[src/rtl/new_pe_unit.sv]
// rtl/new_pe_unit.sv - row-stationary PE: 3-tap ifmap window, 4-bit weights, psum accumulate
// Optional NEW_PE_UNIT_PSUM_SAT_EN: saturate Psum_out at 14'h3FFF instead of wrapping.
module new_pe_unit (
  input  logic        clk,
  input  logic        rst,
  input  logic        en,
  input  logic [7:0]  Ifmap_shift_in,
  input  logic [11:0] Filtr_in,
  input  logic [13:0] Psum_in,
  output logic [7:0]  Ifmap_shift_out,
  output logic [11:0] Filtr_out,
  output logic [13:0] Psum_out
);

  logic [7:0]  x0, x1, x2;
  logic [11:0] w;
  logic [11:0] p0, p1, p2;
  logic [13:0] psum_next;

  // Products use the post-shift window and the weights arriving this cycle.
  assign p0 = Filtr_in[3:0]  * Ifmap_shift_in;
  assign p1 = Filtr_in[7:4]  * x0;
  assign p2 = Filtr_in[11:8] * x1;

`ifdef NEW_PE_UNIT_PSUM_SAT_EN
  logic [14:0] sum_full;
  assign sum_full  = {3'b000, p0} + {3'b000, p1} + {3'b000, p2} + {1'b0, Psum_in};
  assign psum_next = (sum_full > 15'd16383) ? 14'h3FFF : sum_full[13:0];
`else
  assign psum_next = {2'b00, p0} + {2'b00, p1} + {2'b00, p2} + Psum_in;
`endif

  always_ff @(posedge clk) begin
    if (rst) begin
      x0       <= '0;
      x1       <= '0;
      x2       <= '0;
      w        <= '0;
      Psum_out <= '0;
    end else if (en) begin
      x0       <= Ifmap_shift_in;
      x1       <= x0;
      x2       <= x1;
      w        <= Filtr_in;
      Psum_out <= psum_next;
    end
  end

  assign Ifmap_shift_out = x2;
  assign Filtr_out       = w;

endmodule

[config.mk]
export PLATFORM = sky130hd
export DESIGN_NAME = new_pe_unit
export DESIGN_NICKNAME = d
export VERILOG_FILES = /design/src/rtl/new_pe_unit.sv
export SDC_FILE = /design/constraint.sdc
export NUM_CORES = 1
export LEC_CHECK = 0
export BUFFER_PORTS_ARGS = -buffer_cell sky130_fd_sc_hd__clkbuf_2
export CAP_MARGIN = 10
export CELL_PAD_IN_SITES_DETAIL_PLACEMENT = 2
export CELL_PAD_IN_SITES_GLOBAL_PLACEMENT = 2
export CORE_MARGIN = 4
export CORE_UTILIZATION = 35
export CTS_CLUSTER_SIZE = 25
export DETAILED_ROUTE_END_ITERATION = 16
export HOLD_SLACK_MARGIN = 0.03
export PLACE_DENSITY = 0.81
export SKIP_CTS_REPAIR_TIMING = 1
export SLEW_MARGIN = 20
export SYNTH_ARGS = -nofsm -noshare
export SYNTH_HDL_FRONTEND = slang
export SYNTH_SLANG_ARGS = --single-unit
[constraint.sdc]
create_clock -name clk -period 7.7 [get_ports clk]
set_clock_uncertainty 0.05 [all_clocks]
set_input_delay 1.155 -clock clk [delete_from_list [all_inputs] [get_ports clk]]
set_output_delay 1.155 -clock clk [all_outputs]
set_load 0.005 [all_outputs]
==> flow_metrics.env <==
export IMPL_ant_nets=0
export IMPL_die_width_um=130
export IMPL_antenna_cells=0
export IMPL_synth_seq_cells=50
export IMPL_gp_congestion=0.774
export IMPL_status="completed"
export IMPL_wl_per_cell_um=19.1
export IMPL_yosys_warnings=0
export IMPL_finalHoldViolations=0
export IMPL_overflow=0
export IMPL_crit_fanout=9
export IMPL_dieHeight_um=130
export IMPL_cts_buffer_depth=2
export IMPL_hold_slack_ns=0.418
export IMPL_synthFlopType="dfxtp_1"
export IMPL_p_leak_nw=2.97
export IMPL_insertion_delay_ns=0.32
export IMPL_clkPwrFrac_pct=17.7
export IMPL_ir_drop_v=0.000116
export IMPL_routed_wl_mm=15.4
export IMPL_core_area_um2=14600
export IMPL_worstPathArrival_ns=5.71
export IMPL_grt_pass1_wl_mm=25.3
export IMPL_fp_row_count=44
export IMPL_cts_htree_levels=2
export IMPL_area_growth_pct=12.4
export IMPL_synth_edf_count=0
export IMPL_worst_pin_slew_ns=0.863
export IMPL_finalSetupViolCount=0
export IMPL_finalMaxSlewViolations=0
export IMPL_syn_nets=717
export IMPL_syn_avg_cell_area_um2=9.36
export IMPL_grt_max_degree=57
export IMPL_die_area_um2=17000
export IMPL_synth_cell_types=44
export IMPL_path_clk_slew_ns=0.08
export IMPL_cts_num_sinks=50
export IMPL_antenna_found_initial=0
export IMPL_fillCellCount=1618
export IMPL_synth_seq_area_share_pct=19.1
export IMPL_drc=0
export IMPL_cts_root_buf="clkbuf_16"
export IMPL_fmax_ghz=0.180
export IMPL_drive_gt1_share_pct=13.8
export IMPL_grt_pass1_vias=4797
export IMPL_internal_power_mw=0.753
export IMPL_viasPerCell=5.02
export IMPL_relSlewSlack_pct=42.5
export IMPL_numCtsBuffers=5
export IMPL_rsz0062_at_grt="no"
export IMPL_nets=776
export IMPL_grt_usage_pct=19.4
export IMPL_setup_tns_ns=0
export IMPL_critPathLaunchType="input pin"
export IMPL_vias=4043
export IMPL_ioPinCount=71
export IMPL_synthCells=561
export IMPL_critPathKind="in2reg"
export IMPL_numPortBuffers=70
export IMPL_switchingPower_mw=0.648
export IMPL_hpwlAfterDp_mm=12.3
export IMPL_hp_class="reg2reg"
export IMPL_min_period_ns=5.55
export IMPL_pwr_density_cell_nw_per_um2=237
export IMPL_worstSetupEndpointType="flip-flop"
export IMPL_p_comb_share_pct=60.3
export IMPL_finalCritPeriodShare_pct=72.1
export IMPL_initial_utilization_pct=36.0
export IMPL_maxCapViolations=0
export IMPL_p_seq_share_pct=22.0
export IMPL_synthArstFlopShare_pct=0
export IMPL_sw_frac_of_total_pct=46.2
export IMPL_critPathRequiredTime_ns=7.86
export IMPL_first_pass_iters=4
export IMPL_synth_area_um2=5250
export IMPL_cts_tree="built"
export IMPL_drt_initial_drc_count=146
==> layout make-up <==
type | instances | area (um2) | share of cell area, %
clock buffer | 5 | 125 | 2.12
clock inverter | 3 | 23.8 | 0.403
inverter | 106 | 398 | 6.74
multi-input combinational | 385 | 3760 | 63.7
sequential | 50 | 1000 | 17.0
tap | 184 | 230 | 3.90
timing repair buffer | 72 | 365 | 6.19
==> cell families after synthesis <==
group,Yosys count,share of synthesized area [%]
simple gates,179,16.7
buf+inv,126,9.34
fa+ha+maj,119,40.5
flops,50,19.1
compound gates,44,6.27
mux,40,7.62
xor+xnor,3,0.500
==> critical path, stage by stage <==
cell and delay (ns):
clkbuf_2 0.17, and2_1 0.21, fa_1 0.54, inv_1 0.06
fa_1 0.47, inv_1 0.06, fa_1 0.50, fa_1 0.55
inv_1 0.05, fa_1 0.52, inv_1 0.05, ha_1 0.31
a211oi_4 0.33, o211ai_4 0.17, and3_1 0.18, or3_1 0.38
==> power groups by stage <==
| stage | logic [mW] | registers, mW | clock network (mW) |
|---|---|---|---|
| 2_1_floorplan | 0.620 | 0.311 | 0 |
| 3_3_place_gp | 0.790 | 0.314 | 0 |
| 3_5_place_dp | 0.856 | 0.314 | 0 |
| 4_1_cts | 0.865 | 0.309 | 0.256 |
| 5_1_grt | 0.970 | 0.313 | 0.266 |
| 6_report | 0.845 | 0.309 | 0.248 |
==> flip-flops by register name (all words and copies together), names as in the netlist <==
| register | count |
|---|---|
| Filtr_out | 12 |
| x0 | 8 |
| Psum_out | 14 |
| Ifmap_shift_out | 8 |
| x1 | 8 |
==> placed cells by master, fill, tap and decap left out, types with 3 or more instances in the layout <==
master,instances
ha_1,34
dfxtp_1,50
mux2i_1,40
o21ai_0,6
o211ai_1,4
o21a_1,3
nand3_1,3
nand2_1,50
or3_1,4
fa_1,85
and2_1,59
a21oi_1,10
nor2_1,45
inv_1,106
clkbuf_2,70
a211oi_1,3
a211o_1,3
nor3_1,7
clkbuf_16,5
==> synth_stat cells, types with 2 or more instances <==
cell	number	area, um2
o21a_1	3	22.5
nor2_1	45	169
nand2_1	50	188
clkbuf_1	9	33.8
o211ai_1	4	30.0
buf_2	8	40.0
a21o_1	2	15.0
ha_1	34	425
o21ai_0	6	30.0
fa_1	85	1700
or3_1	4	25.0
a211o_1	3	26.3
a211oi_1	3	22.5
a31oi_1	2	12.5
nor2b_1	2	12.5
nor3_1	7	35.0
and2_1	59	369
xnor2_1	2	17.5
and3_1	2	12.5
a21oi_1	10	50.1
inv_1	106	398
dfxtp_1	50	1000
mux2i_1	40	400
nand4_1	2	12.5
buf_4	2	15.0
nand3_1	3	15.0
==> metrics by stage <==
step	instances	total power, mW	area (um2)	worst slack (ns)	utilization [%]
final	805	1.40	5900	2.15	40.5
after global placement	797	1.10	5750	1.97	39.4
after global routing	805	1.55	5900	1.90	40.5
after detailed placement	797	1.17	5750	1.78	39.4
after floorplan	561	0.931	5250	2.19	-
after CTS	805	1.43	5900	2.11	40.5
==> per-layer routing <==
metal  up-vias  share of wire (%)  wire (um)  track usage [%]
li1       1856                  -          -                -
met1      2118                 41       6240             23.2
met2        56                 55       8470             36.4
met3        13                2.9        441             2.60
met4         0                1.6        243             5.44
met5         -                  0          0                0
==> path summary, 6_finish.rpt <==
path | startpoint | end | slack, ns | cells after the start
min | Psum_out[6]$_SDFFE_PP0P_ | Psum_out[6]$_SDFFE_PP0P_ | 0.42 | 2
min reg2reg | Psum_out[6]$_SDFFE_PP0P_ | Psum_out[6]$_SDFFE_PP0P_ | 0.42 | 2
max reg2reg | x1[1]$_SDFFE_PP0P_ | Psum_out[11]$_SDFFE_PP0P_ | 2.82 | 15
max | Filtr_in[0] | Psum_out[11]$_SDFFE_PP0P_ | 2.15 | 16
Power figures use the tool's default switching activity.
